--- src/rtl/feature_pad_stream.sv ---
// feature_pad_stream
//   Streams a feature map in raster order (rows, columns, channel groups) and
//   inserts zero-point beats around it. Top/bottom/left/right pad amounts are
//   independent, and the input size and channel-group count are set at run time.
//   Both sides use ready/valid. The output side is one register stage with
//   backpressure. There is no internal row FIFO.
//
//   Optional macro FEATURE_PAD_ABORT_EN adds i_abort. This is a synchronous
//   abort from RUN or DRAIN. It returns to IDLE, drops o_m_valid and gives no done.
//
// Ports
//   clk, rst              clock, synchronous active-high reset
//   i_start               one-cycle pulse in IDLE, latches all i_cfg_*
//   i_cfg_in_w/_in_h      input columns / rows
//   i_cfg_cgrp            channel groups per pixel (0 behaves as 1)
//   i_cfg_pad_*           pad amounts (top, bot, left, right)
//   i_cfg_zero_point      pad element value
//   i_s_data/_valid, o_s_ready   input beat stream
//   o_m_data/_valid, i_m_ready   output beat stream (registered)
//   o_out_w, o_out_h      latched padded width / height
//   o_busy                high in RUN and DRAIN
//   o_done                one-cycle pulse after the final beat is accepted
//   i_abort               (FEATURE_PAD_ABORT_EN only) abort the job in flight
module feature_pad_stream #(
    parameter int DATA_W = 8,
    parameter int LANES  = 64,
    parameter int SIZE_W = 12,
    parameter int CGRP_W = 10,
    parameter int PAD_W  = 3
) (
    input  logic                    clk,
    input  logic                    rst,
    input  logic                    i_start,
    input  logic [SIZE_W-1:0]       i_cfg_in_w,
    input  logic [SIZE_W-1:0]       i_cfg_in_h,
    input  logic [CGRP_W-1:0]       i_cfg_cgrp,
    input  logic [PAD_W-1:0]        i_cfg_pad_top,
    input  logic [PAD_W-1:0]        i_cfg_pad_bot,
    input  logic [PAD_W-1:0]        i_cfg_pad_left,
    input  logic [PAD_W-1:0]        i_cfg_pad_right,
    input  logic [DATA_W-1:0]       i_cfg_zero_point,
`ifdef FEATURE_PAD_ABORT_EN
    input  logic                    i_abort,
`endif
    input  logic [DATA_W*LANES-1:0] i_s_data,
    input  logic                    i_s_valid,
    output logic                    o_s_ready,
    output logic [DATA_W*LANES-1:0] o_m_data,
    output logic                    o_m_valid,
    input  logic                    i_m_ready,
    output logic [SIZE_W-1:0]       o_out_w,
    output logic [SIZE_W-1:0]       o_out_h,
    output logic                    o_busy,
    output logic                    o_done
);

    // state      | meaning
    // S_IDLE     | waiting for i_start
    // S_RUN      | emitting pad/data beats
    // S_DRAIN    | final beat emitted, waiting for it to be accepted
    // S_DONE     | one-cycle done pulse, then back to IDLE
    typedef enum logic [1:0] {S_IDLE, S_RUN, S_DRAIN, S_DONE} state_t;

    state_t r_state, w_state_nxt;

    logic [SIZE_W-1:0]       r_in_w, r_in_h, r_out_w, r_out_h;
    logic [CGRP_W-1:0]       r_cgrp_max;
    logic [PAD_W-1:0]        r_top, r_left;
    logic [DATA_W-1:0]       r_zp;
    logic [CGRP_W-1:0]       r_g;
    logic [SIZE_W-1:0]       r_c, r_r;
    logic [DATA_W*LANES-1:0] r_m_data;
    logic                    r_m_valid;

    logic [SIZE_W-1:0] w_out_w, w_out_h;
    logic              w_run, w_abort, w_adv, w_pad, w_fire, w_last;
    logic              w_g_max, w_c_max, w_r_max;

    assign w_out_w = i_cfg_in_w + SIZE_W'(i_cfg_pad_left) + SIZE_W'(i_cfg_pad_right);
    assign w_out_h = i_cfg_in_h + SIZE_W'(i_cfg_pad_top) + SIZE_W'(i_cfg_pad_bot);

`ifdef FEATURE_PAD_ABORT_EN
    assign w_abort = i_abort && (r_state == S_RUN || r_state == S_DRAIN);
`else
    assign w_abort = 1'b0;
`endif

    // A zero-size input makes every position fall into a pad band.
    assign w_pad = (r_r < SIZE_W'(r_top)) || (r_r >= SIZE_W'(r_top) + r_in_h) ||
                   (r_c < SIZE_W'(r_left)) || (r_c >= SIZE_W'(r_left) + r_in_w);

    assign w_adv   = !r_m_valid || i_m_ready;
    assign w_fire  = w_run && !w_abort && w_adv && (w_pad || i_s_valid);
    assign w_g_max = (r_g == r_cgrp_max);
    assign w_c_max = (r_c == r_out_w - SIZE_W'(1));
    assign w_r_max = (r_r == r_out_h - SIZE_W'(1));
    assign w_last  = w_g_max && w_c_max && w_r_max;

    // State register
    always_ff @(posedge clk) begin
        if (rst) r_state <= S_IDLE;
        else     r_state <= w_state_nxt;
    end

    // Next-state logic
    always_comb begin
        w_state_nxt = r_state;
        case (r_state)
            S_IDLE: begin
                if (i_start)
                    w_state_nxt = (w_out_w == '0 || w_out_h == '0) ? S_DONE : S_RUN;
            end
            S_RUN: begin
                if (w_abort)                 w_state_nxt = S_IDLE;
                else if (w_fire && w_last)   w_state_nxt = S_DRAIN;
            end
            S_DRAIN: begin
                if (w_abort)                        w_state_nxt = S_IDLE;
                else if (!r_m_valid || i_m_ready)   w_state_nxt = S_DONE;
            end
            default: w_state_nxt = S_IDLE;
        endcase
    end

    // Output decode
    always_comb begin
        w_run  = (r_state == S_RUN);
        o_busy = (r_state == S_RUN) || (r_state == S_DRAIN);
        o_done = (r_state == S_DONE);
    end

    // s_ready does not depend on s_valid.
    assign o_s_ready = w_run && !w_abort && w_adv && !w_pad;

    always_ff @(posedge clk) begin
        if (rst) begin
            r_in_w     <= '0;
            r_in_h     <= '0;
            r_out_w    <= '0;
            r_out_h    <= '0;
            r_cgrp_max <= '0;
            r_top      <= '0;
            r_left     <= '0;
            r_zp       <= '0;
            r_g        <= '0;
            r_c        <= '0;
            r_r        <= '0;
            r_m_data   <= '0;
            r_m_valid  <= 1'b0;
        end else begin
            if (r_state == S_IDLE && i_start) begin
                r_in_w     <= i_cfg_in_w;
                r_in_h     <= i_cfg_in_h;
                r_out_w    <= w_out_w;
                r_out_h    <= w_out_h;
                r_cgrp_max <= (i_cfg_cgrp == '0) ? '0 : i_cfg_cgrp - CGRP_W'(1);
                r_top      <= i_cfg_pad_top;
                r_left     <= i_cfg_pad_left;
                r_zp       <= i_cfg_zero_point;
                r_g        <= '0;
                r_c        <= '0;
                r_r        <= '0;
            end
            if (w_abort) begin
                r_m_valid <= 1'b0;
                r_g       <= '0;
                r_c       <= '0;
                r_r       <= '0;
            end else if (w_fire) begin
                r_m_data  <= w_pad ? {LANES{r_zp}} : i_s_data;
                r_m_valid <= 1'b1;
                // On the last beat all three counters wrap back to zero.
                if (w_g_max) begin
                    r_g <= '0;
                    if (w_c_max) begin
                        r_c <= '0;
                        r_r <= w_r_max ? '0 : r_r + SIZE_W'(1);
                    end else begin
                        r_c <= r_c + SIZE_W'(1);
                    end
                end else begin
                    r_g <= r_g + CGRP_W'(1);
                end
            end else if (i_m_ready) begin
                r_m_valid <= 1'b0;
            end
        end
    end

    assign o_m_data  = r_m_data;
    assign o_m_valid = r_m_valid;
    assign o_out_w   = r_out_w;
    assign o_out_h   = r_out_h;

endmodule
--- config.mk ---
export PLATFORM = sky130hd
export DESIGN_NAME = feature_pad_stream
export DESIGN_NICKNAME = d
export VERILOG_FILES = /design/src/rtl/feature_pad_stream.sv
export SDC_FILE = /design/constraint.sdc
export NUM_CORES = 1
export LEC_CHECK = 0
export BUFFER_PORTS_ARGS = -buffer_cell sky130_fd_sc_hd__buf_2
export CORE_AREA = 2 2 428 430
export CTS_CLUSTER_DIAMETER = 60
export CTS_CLUSTER_SIZE = 40
export DETAILED_ROUTE_END_ITERATION = 7
export DIE_AREA = 0 0 430 432
export PLACE_DENSITY = 0.31
export SYNTH_ARGS = -nofsm -noshare
export SYNTH_HDL_FRONTEND = slang
export SYNTH_SLANG_ARGS = --single-unit
--- constraint.sdc ---
create_clock -name clk -period 10.6 [get_ports clk]
set_clock_uncertainty 0.2 [all_clocks]
set_input_delay 1.59 -clock clk [delete_from_list [all_inputs] [get_ports clk]]
set_output_delay 1.59 -clock clk [all_outputs]
set_load 0.03 [all_outputs]
==> impl_metrics.csv, run 1 <==
group,metric,value,unit
run_status,run_status,"finished clean",
grt,grt_start_max_net_pins,167,
floorplanning,core_area,182000,sq um
pwr,peakVddDrop,0.219,mV
logic_synthesis,most_frequent_cell_after_synthesis,"sky130_fd_sc_hd__dfxtp_1",
timing,final.period_utilization,61.3,%
timing,max-slew-margin-rel,27.2,%
timing,worst_slew_pin_slew,1.09,ns
logic_synthesis,synth_top_cell_area_share,48.8,%
route,drt_pre_antenna_iters,5,
setup_path,crit_start,"r_top[1]",
finish,layout.nets,4806,
grt,first_global_vias,27029,
floorplanning,pin_count,1111,
route,first_iter_violations,1644,
logic_synthesis,netlist_area,25500,sq um
setup_path,reg2reg_slack,4.12,ns
finish,final_util,20.2,%
min_path,hold_class,"flop to flop",
pwr,design_power_total,13.6,mW
timing,report.final.slew_viol_count,0,
setup_path,timing.critical_path.required,8.81,ns
finish,syn2layout_area_growth,44.4,%
logic_synthesis,synth_top_family_by_area,"compound AO/OA/AOI/OAI gates",
logic_synthesis,synth.cells.most_frequent,"sky130_fd_sc_hd__dfxtp_1 (621), sky130_fd_sc_hd__a21oi_1 (585), sky130_fd_sc_hd__nor2_1 (582), sky130_fd_sc_hd__o21ai_0 (554), sky130_fd_sc_hd__clkbuf_1 (256)",
grt,overflow,0,
logic_synthesis,synth_mux_area_share,0.0786,%
logic_synthesis,netlist-cell-type-count,61,
floorplanning,die_width,430,microns
pwr,leakage,17.2,nW
grt,antenna_violations_before_repair,79,
route,met3WireLength,9830,microns
floorplanning,initial_core_util,14.0,%
setup_path,timing.rr.start,"r_left[0]",
logic_synthesis,postSynth.asyncResetShare,0,%
cts,worst_skew_pair.late_latency,0.72,ns
cts,cts.repair_timing.setup_buffer_count,0,
logic_synthesis,synth-seq-cells,621,
logic_synthesis,yosysTopAreaCell,"sky130_fd_sc_hd__dfxtp_1",
timing,setup_ws,4.10,ns
placed_design,placement.setup.worst_slack,4.06,ns
logic_synthesis,synthTopCellsByArea,"sky130_fd_sc_hd__dfxtp_1 (49%), sky130_fd_sc_hd__a21oi_1 (11%), sky130_fd_sc_hd__o21ai_0 (11%)",
logic_synthesis,cell_count_after_synthesis,3194,
setup_path,timing.critical_path.to,"o_s_ready",
cts,cts-buffers-inserted,97,
finish,finish.cell_count_without_fillers,6654,
route,drc,0,
run,maxcap_violations,0,
cts,cts_buffer_depth,3,
cts,cts_h_tree_depth,3,
route,drt-met1-wl,62200,microns
route,totalWireLength,159000,microns
floorplanning,die_height,432,microns
cts,path_clk_slew,0.05,ns
timing,count_of_final_hold_check_violations,0,
timing,timing.final.crit_period,6.50,ns
cts,clock_sink_count,621,
setup_path,end_kind,"output pin",
timing,timing.fmax,154,MHz
cts,cts_tree,"done",
floorplanning,dieArea,186000,sq um
logic_synthesis,fraction_of_the_mapped_netlist_area_in_compound_gates,25.9,%
route,met2_wirelength,82300,microns
cts,cts_root_buffer,"sky130_fd_sc_hd__clkbuf_16",
finish,drive_gt1_share,31.4,%
pwr,pd_cells,370,nW/um^2
logic_synthesis,synth_edf_count,0,
setup_path,timing.rr.end,"o_m_data[219]",
timing,hold_slack,0.253,ns
min_path,timing.hold.worst.start,"r_zp[4]",
route,num_vias,27303,
grt,grt_pass1_wl,217000,microns
finish,stdcell_area,36800,sq um
setup_path,critical_path.startpoint_type,"flop",
floorplanning,num_rows,157,
cts,post_cts_hold_buffer_count,0,
placed_design,place_hpwl,117000,microns
logic_synthesis,yosys_warnings,0,
placed_design,placed_cell_area,33400,sq um
setup_path,worst-r2r-cell-count,17,
route,antenna_violating_nets_post_route,0,
grt,groute.usage.overall,16.3,%
setup_path,critical_path_arrival,4.71,ns
placed_design,place.detailed.instances,6461,
logic_synthesis,synth_seq_area_share,48.8,%
timing,grt_setup_unrepaired,"no",
setup_path,criticalPathCategory,"flop to output pin",
logic_synthesis,area_fraction_in_and_or_nand_and_nor_cells_after_synthesis,14.4,%
logic_synthesis,syn-mean-instance-area,7.98,sq um
setup_path,critPathMaxFanout,14,
logic_synthesis,synth_adder_area_share,3.24,%
logic_synthesis,synth_nets,3825,
logic_synthesis,post_synth_xor_xnor_area,2.99,%
placed_design,gp_routability_congestion,0.794,
logic_synthesis,synth_flop_cell,"sky130_fd_sc_hd__dfxtp_1",
placed_design,port_buffers,1110,
timing,timing.setup.tns,0,ns
cts,cts-resized-gates,0,
route,detail_route.wl_per_cell,23.9,microns
route,route.top_layer_used,"met5",
timing,setup_viol,0,
route,via_per_inst,4.10,
## sequential cells by signal, summed over array words and instances, names as in the netlist, 8 cells and up
signal and count:
o_m_data 512, o_out_h 12, o_out_w 12, r_c 12
r_in_h 12, r_in_w 12, r_r 12, r_cgrp_max 10
r_g 10, r_zp 8
## cell usage in the layout, fill, tap and decap left out, types with 8 or more instances in the layout
cell	synthesis	layout
sky130_fd_sc_hd__diode_2	0	15
sky130_fd_sc_hd__or4_1	8	8
sky130_fd_sc_hd__clkinvlp_4	0	9
sky130_fd_sc_hd__inv_1	44	43
sky130_fd_sc_hd__clkinv_4	0	10
sky130_fd_sc_hd__nor3b_1	23	23
sky130_fd_sc_hd__a21o_1	24	24
sky130_fd_sc_hd__inv_6	0	16
sky130_fd_sc_hd__nand2_4	0	8
sky130_fd_sc_hd__dfxtp_1	621	621
sky130_fd_sc_hd__nor3_1	12	12
sky130_fd_sc_hd__clkbuf_16	0	99
sky130_fd_sc_hd__or3_1	13	13
sky130_fd_sc_hd__o211ai_1	8	8
sky130_fd_sc_hd__a311oi_1	9	9
sky130_fd_sc_hd__nor4_1	11	11
sky130_fd_sc_hd__nand3_1	26	26
sky130_fd_sc_hd__clkinv_2	0	12
sky130_fd_sc_hd__a211oi_1	24	24
sky130_fd_sc_hd__nor2_1	582	581
sky130_fd_sc_hd__a21oi_1	585	585
sky130_fd_sc_hd__fa_1	10	10
sky130_fd_sc_hd__o21ai_0	554	554
sky130_fd_sc_hd__ha_1	50	50
sky130_fd_sc_hd__xor2_1	35	35
sky130_fd_sc_hd__clkbuf_1	256	10
sky130_fd_sc_hd__a22oi_1	10	10
sky130_fd_sc_hd__and3_1	27	27
sky130_fd_sc_hd__clkbuf_8	0	8
sky130_fd_sc_hd__nand2_1	126	117
sky130_fd_sc_hd__buf_2	3	1109
sky130_fd_sc_hd__bufinv_16	0	11
sky130_fd_sc_hd__xnor2_1	50	50
sky130_fd_sc_hd__buf_4	0	32
## kinds of logic (layout without fill, tap and decap cells)
kind of cell | count (synthesis) | after routing
flip-flops | 621 | 621
AO/OA/AOI/OAI | 1255 | 1255
AND/OR/NAND/NOR | 865 | 865
other | 0 | 15
buffers and inverters | 305 | 1365
XOR/XNOR | 86 | 86
multiplexers | 2 | 2
adder cells (fa/ha/maj) | 60 | 60
## report_power, final
| part | total (mW) | switching, mW | internal (mW) | leakage, nW |
|---|---|---|---|---|
| clock | 3.40 | 1.35 | 2.06 | 1.63 |
| combinational | 6.44 | 4.97 | 1.47 | 10.5 |
| sequential | 3.79 | 0.528 | 3.26 | 5.09 |
## final cells by class
cell class	instances	area, sq um
clock buffer	117	2630
tap	2385	2980
fill	20613	145000
multi-input combinational	2268	12000
inverter	44	173
clock inverter	61	733
timing repair buffer	1143	5830
sequential	621	12400
antenna	15	37.5
## per-layer routing
layer | vias to the layer above | GRT usage (%)
met3 | 258 | 4.44
met2 | 829 | 29.6
met5 | - | 0
met1 | 13115 | 18.6
li1 | 13051 | -
met4 | 50 | 4.92
## worst max-delay path: stages (launching register included)
cell and delay, ns:
sky130_fd_sc_hd__dfxtp_1 0.39, sky130_fd_sc_hd__ha_1 0.25, sky130_fd_sc_hd__a21o_1 0.17, sky130_fd_sc_hd__a21oi_1 0.22, sky130_fd_sc_hd__nor2_1 0.14, sky130_fd_sc_hd__nand3_1 0.12, sky130_fd_sc_hd__xor2_1 0.16, sky130_fd_sc_hd__ha_1 0.27
sky130_fd_sc_hd__a211oi_1 0.19, sky130_fd_sc_hd__o21ai_0 0.13, sky130_fd_sc_hd__a211oi_1 0.18, sky130_fd_sc_hd__nand4_1 0.51, sky130_fd_sc_hd__nor2_4 0.72, sky130_fd_sc_hd__and2_1 0.30, sky130_fd_sc_hd__buf_2 0.22
## worst min-delay path by stage
stage	to	slack, ns	cells after the start
after floorplan	r_zp[0]	0.23	2
after global placement	r_zp[4]	0.25	2
after detailed placement	r_zp[4]	0.24	2
after CTS	r_zp[4]	0.25	2
after global routing	r_zp[4]	0.26	2
final	r_zp[4]	0.25	2
(Power assumes the default switching activity.)
==> run 2, diff against run 1 <==
ABC_AREA = 1   (was not set)
CORE_AREA = 2 2 436 438   (was 2 2 428 430)
DIE_AREA = 0 0 438 440   (was 0 0 430 432)
PLACE_DENSITY = 0.32   (was 0.31)
clock period = 6.1 ns   (was 10.6 ns; I/O delays follow)
==> run 2 against run 1 <==
Routed wire length is 12% higher. Critical path depth is 6 higher. Hold slack better by 0.0085 ns. Critical path type unchanged. Largest cell class is now multi-input gates. Largest power group unchanged.
==> impl_metrics.csv, run 2 <==
group,metric,value,unit
run_status,run_status,"finished clean",
setup_path,critical_path.startpoint_type,"flop",
cts,cts-resized-gates,0,
finish,layout.cells.most_common,"sky130_fd_sc_hd__buf_2",
timing,worst_slew_pin_slew,1.26,ns
logic_synthesis,synth_adder_area_share,2.88,%
setup_path,critical_path_arrival,4.32,ns
pwr,leakage,17.0,nW
grt,grt_start_max_net_pins,184,
route,first_iter_violations,2259,
floorplanning,initial_core_util,15.2,%
logic_synthesis,synth_top_cell_area_share,43.3,%
cts,cts.repair_timing.setup_buffer_count,0,
placed_design,port_buffers,1110,
logic_synthesis,most_frequent_cell_after_synthesis,"sky130_fd_sc_hd__dfxtp_1",
grt,antenna_violations_before_repair,81,
pwr,pd_cells,644,nW/um^2
grt,grt_pass1_wl,245000,microns
cts,cts_root_buffer,"sky130_fd_sc_hd__clkbuf_16",
logic_synthesis,synth_edf_count,0,
setup_path,critPathMaxFanout,10,
pwr,peakVddDrop,0.467,mV
logic_synthesis,synth_seq_area_share,43.3,%
cts,cts-buffers-inserted,98,
logic_synthesis,fraction_of_the_mapped_netlist_area_in_compound_gates,23.4,%
cts,path_clk_slew,0.05,ns
finish,syn2layout_area_growth,39.7,%
route,drc,0,
logic_synthesis,netlist_area,28700,sq um
setup_path,end_kind,"output pin",
route,detail_route.wl_per_cell,25.0,microns
setup_path,timing.critical_path.required,4.98,ns
timing,setup_ws,0.667,ns
timing,report.final.slew_viol_count,0,
finish,num-fill-cells,21291,
route,antenna_violating_nets_post_route,0,
finish,finish.cell_count_without_fillers,7133,
pwr,power.switching,13.3,mW
floorplanning,num_rows,160,
logic_synthesis,netlist-cell-type-count,38,
logic_synthesis,cell_count_after_synthesis,3666,
timing,hold_slack,0.262,ns
timing,final.period_utilization,89.1,%
cts,worst_skew_pair.late_latency,0.72,ns
setup_path,crit_path_cell_trace,"ha_1 -> fa_1 -> nand2_1 -> a21oi_1 -> nand3_1 -> nor2_1 -> nand2_1 -> xor2_1 -> ha_1 -> nand2_1 -> inv_1 -> nand2_1 -> nand2_1 -> nor2_1 -> nand2_1 -> nor2_4 -> nand3_2 -> buf_4 -> nor2_1 -> buf_2",
finish,final_util,21.2,%
grt,groute.usage.overall,17.5,%
pwr,netSwitchingFraction,51.5,%
route,via_per_inst,4.52,
pwr,clkPwrFrac,23.3,%
floorplanning,dieArea,193000,sq um
setup_path,timing.critical_path.slowest_stage_cell,"sky130_fd_sc_hd__nor2_4",
route,num_vias,32241,
logic_synthesis,post_synth_xor_xnor_area,2.02,%
floorplanning,pin_count,1111,
logic_synthesis,synth-seq-cells,621,
cts,cts_buffer_depth,3,
setup_path,critPathMaxStageDelay,0.40,ns
pwr,p_int,12.5,mW
run,maxcap_violations,0,
floorplanning,die_width,438,microns
logic_synthesis,synthTopCellsByArea,"sky130_fd_sc_hd__dfxtp_1 (43%), sky130_fd_sc_hd__nand4_1 (12%), sky130_fd_sc_hd__a31oi_1 (11%)",
logic_synthesis,synth_nets,4297,
grt,overflow,0,
timing,timing.final.crit_period,5.43,ns
timing,max-slew-margin-rel,16.0,%
timing,timing.fmax,184,MHz
timing,grt_setup_unrepaired,"no",
timing,setup_viol,0,
floorplanning,die_height,440,microns
pwr,power.sequential.fraction,25.6,%
timing,count_of_final_hold_check_violations,0,
logic_synthesis,area_fraction_in_and_or_nand_and_nor_cells_after_synthesis,20.2,%
placed_design,gp_routability_congestion,0.810,
logic_synthesis,synth.cells.most_frequent,"sky130_fd_sc_hd__dfxtp_1 (621), sky130_fd_sc_hd__nand4_1 (534), sky130_fd_sc_hd__o21ai_0 (522), sky130_fd_sc_hd__a31oi_1 (513), sky130_fd_sc_hd__clkbuf_1 (364)",
finish,commonest_cells_after_routing_fill_and_taps_aside,"sky130_fd_sc_hd__buf_2 (1110), sky130_fd_sc_hd__dfxtp_1 (621), sky130_fd_sc_hd__nand4_1 (534), sky130_fd_sc_hd__o21ai_0 (522), sky130_fd_sc_hd__a31oi_1 (513)",
min_path,hold_class,"primary input to flop",
placed_design,placement.setup.worst_slack,1.32,ns
logic_synthesis,syn-mean-instance-area,7.83,sq um
logic_synthesis,synth_top_family_by_area,"compound AO/OA/AOI/OAI gates",
grt,first_global_vias,31061,
floorplanning,core_area,189000,sq um
logic_synthesis,yosys_warnings,0,
cts,cts_h_tree_depth,3,
cts,clock_sink_count,621,
logic_synthesis,postSynth.asyncResetShare,0,%
placed_design,place_hpwl,124000,microns
finish,drive_gt1_share,30.0,%
finish,largest_reg_flops,512,
route,drt_pre_antenna_iters,6,
pwr,power.combinational.fraction,51.0,%
timing,timing.setup.tns,0,ns
cts,cts_tree,"done",
setup_path,critical_path_s_most_frequent_cell,"sky130_fd_sc_hd__nand2_1",
placed_design,place.detailed.instances,6916,
route,totalWireLength,179000,microns
logic_synthesis,synth_mux_area_share,0,%
setup_path,criticalPathCategory,"flop to output pin",
cts,post_cts_hold_buffer_count,0,
logic_synthesis,yosysTopAreaCell,"sky130_fd_sc_hd__dfxtp_1",
finish,layout.nets,5136,
logic_synthesis,synth_flop_cell,"sky130_fd_sc_hd__dfxtp_1",
==> run 2: changes by cell type in the layout (fill, tap and decap cells not counted), sizes merged, moves of 22 or more <==
cell / change
buf: +24
nand2: +189
a21oi: -496
a21o: -24
nor2: -429
nor3b: -22
nand4: +527
and3: -27
a211oi: -23
nand3: +68
a31oi: +508
xnor2: -27
inv: +119
==> run 2: cells by family (layout without fill, tap and decap cells) <==
group / Yosys count / count (layout)
flops: 621 / 621
other cells: 0 / 36
fa+ha+maj: 60 / 60
simple gates: 1128 / 1128
compound gates: 1201 / 1201
buf+inv: 590 / 1510
xor+xnor: 66 / 66
==> run 2: metal layers <==
metal | share of wire [%] | GRT usage (%)
met2 | 48 | 28.6
met4 | 3.9 | 7.75
met1 | 41 | 21.2
met3 | 7.0 | 5.28
met5 | 0.038 | 0
==> run 2: final timing paths <==
path	endpoint	cells after the start	slack (ns)	from
setup / recovery	o_s_ready	20	0.67	r_left[0]
hold reg to reg	r_cgrp_max[7]	2	0.28	r_cgrp_max[7]
setup reg to reg	o_m_data[408]	21	1.34	r_left[0]
hold / removal	r_zp[3]	3	0.26	i_cfg_zero_point[3]
==> run 2: power groups by stage <==
| stage | Sequential [mW] | Clock [mW] | Combinational, mW |
|---|---|---|---|
| 2_1_floorplan | 9.29 | 0 | 5.46 |
| 3_3_place_gp | 6.66 | 0 | 13.3 |
| 3_5_place_dp | 6.67 | 0 | 13.3 |
| 4_1_cts | 6.61 | 6.21 | 13.3 |
| 5_1_grt | 6.78 | 6.37 | 14.2 |
| 6_report | 6.61 | 6.02 | 13.2 |
==> run 2: stage by stage <==
step	total power [mW]	cell area (sq um)
2_1_floorplan	14.8	28700
5_1_grt	27.3	40000
4_1_cts	26.1	40000
6_report	25.8	40100
3_5_place_dp	19.9	36500
3_3_place_gp	19.9	36500
==> run 2: area by class of cell <==
type / count / area, sq um / area share (%)
multi-input cells: 2455 / 14000 / 35.0
flip-flops and latches: 621 / 12400 / 31.0
repair buffers: 1167 / 6330 / 15.8
well taps: 2511 / 3140 / 7.84
clock buffers: 120 / 2720 / 6.79
clock inverters: 61 / 722 / 1.80
inverters: 162 / 616 / 1.54
diodes: 36 / 90.1 / 0.225
==> run 2: critical path: cells and delay by family (launching register included) <==
kind / cells / cell delay, ns
flip-flops: 1 / 0.34
adder cells (fa/ha/maj): 3 / 0.71
AND/OR/NAND/NOR: 12 / 1.61
buffers and inverters: 3 / 0.55
XOR/XNOR: 1 / 0.15
AO/OA/AOI/OAI: 1 / 0.25
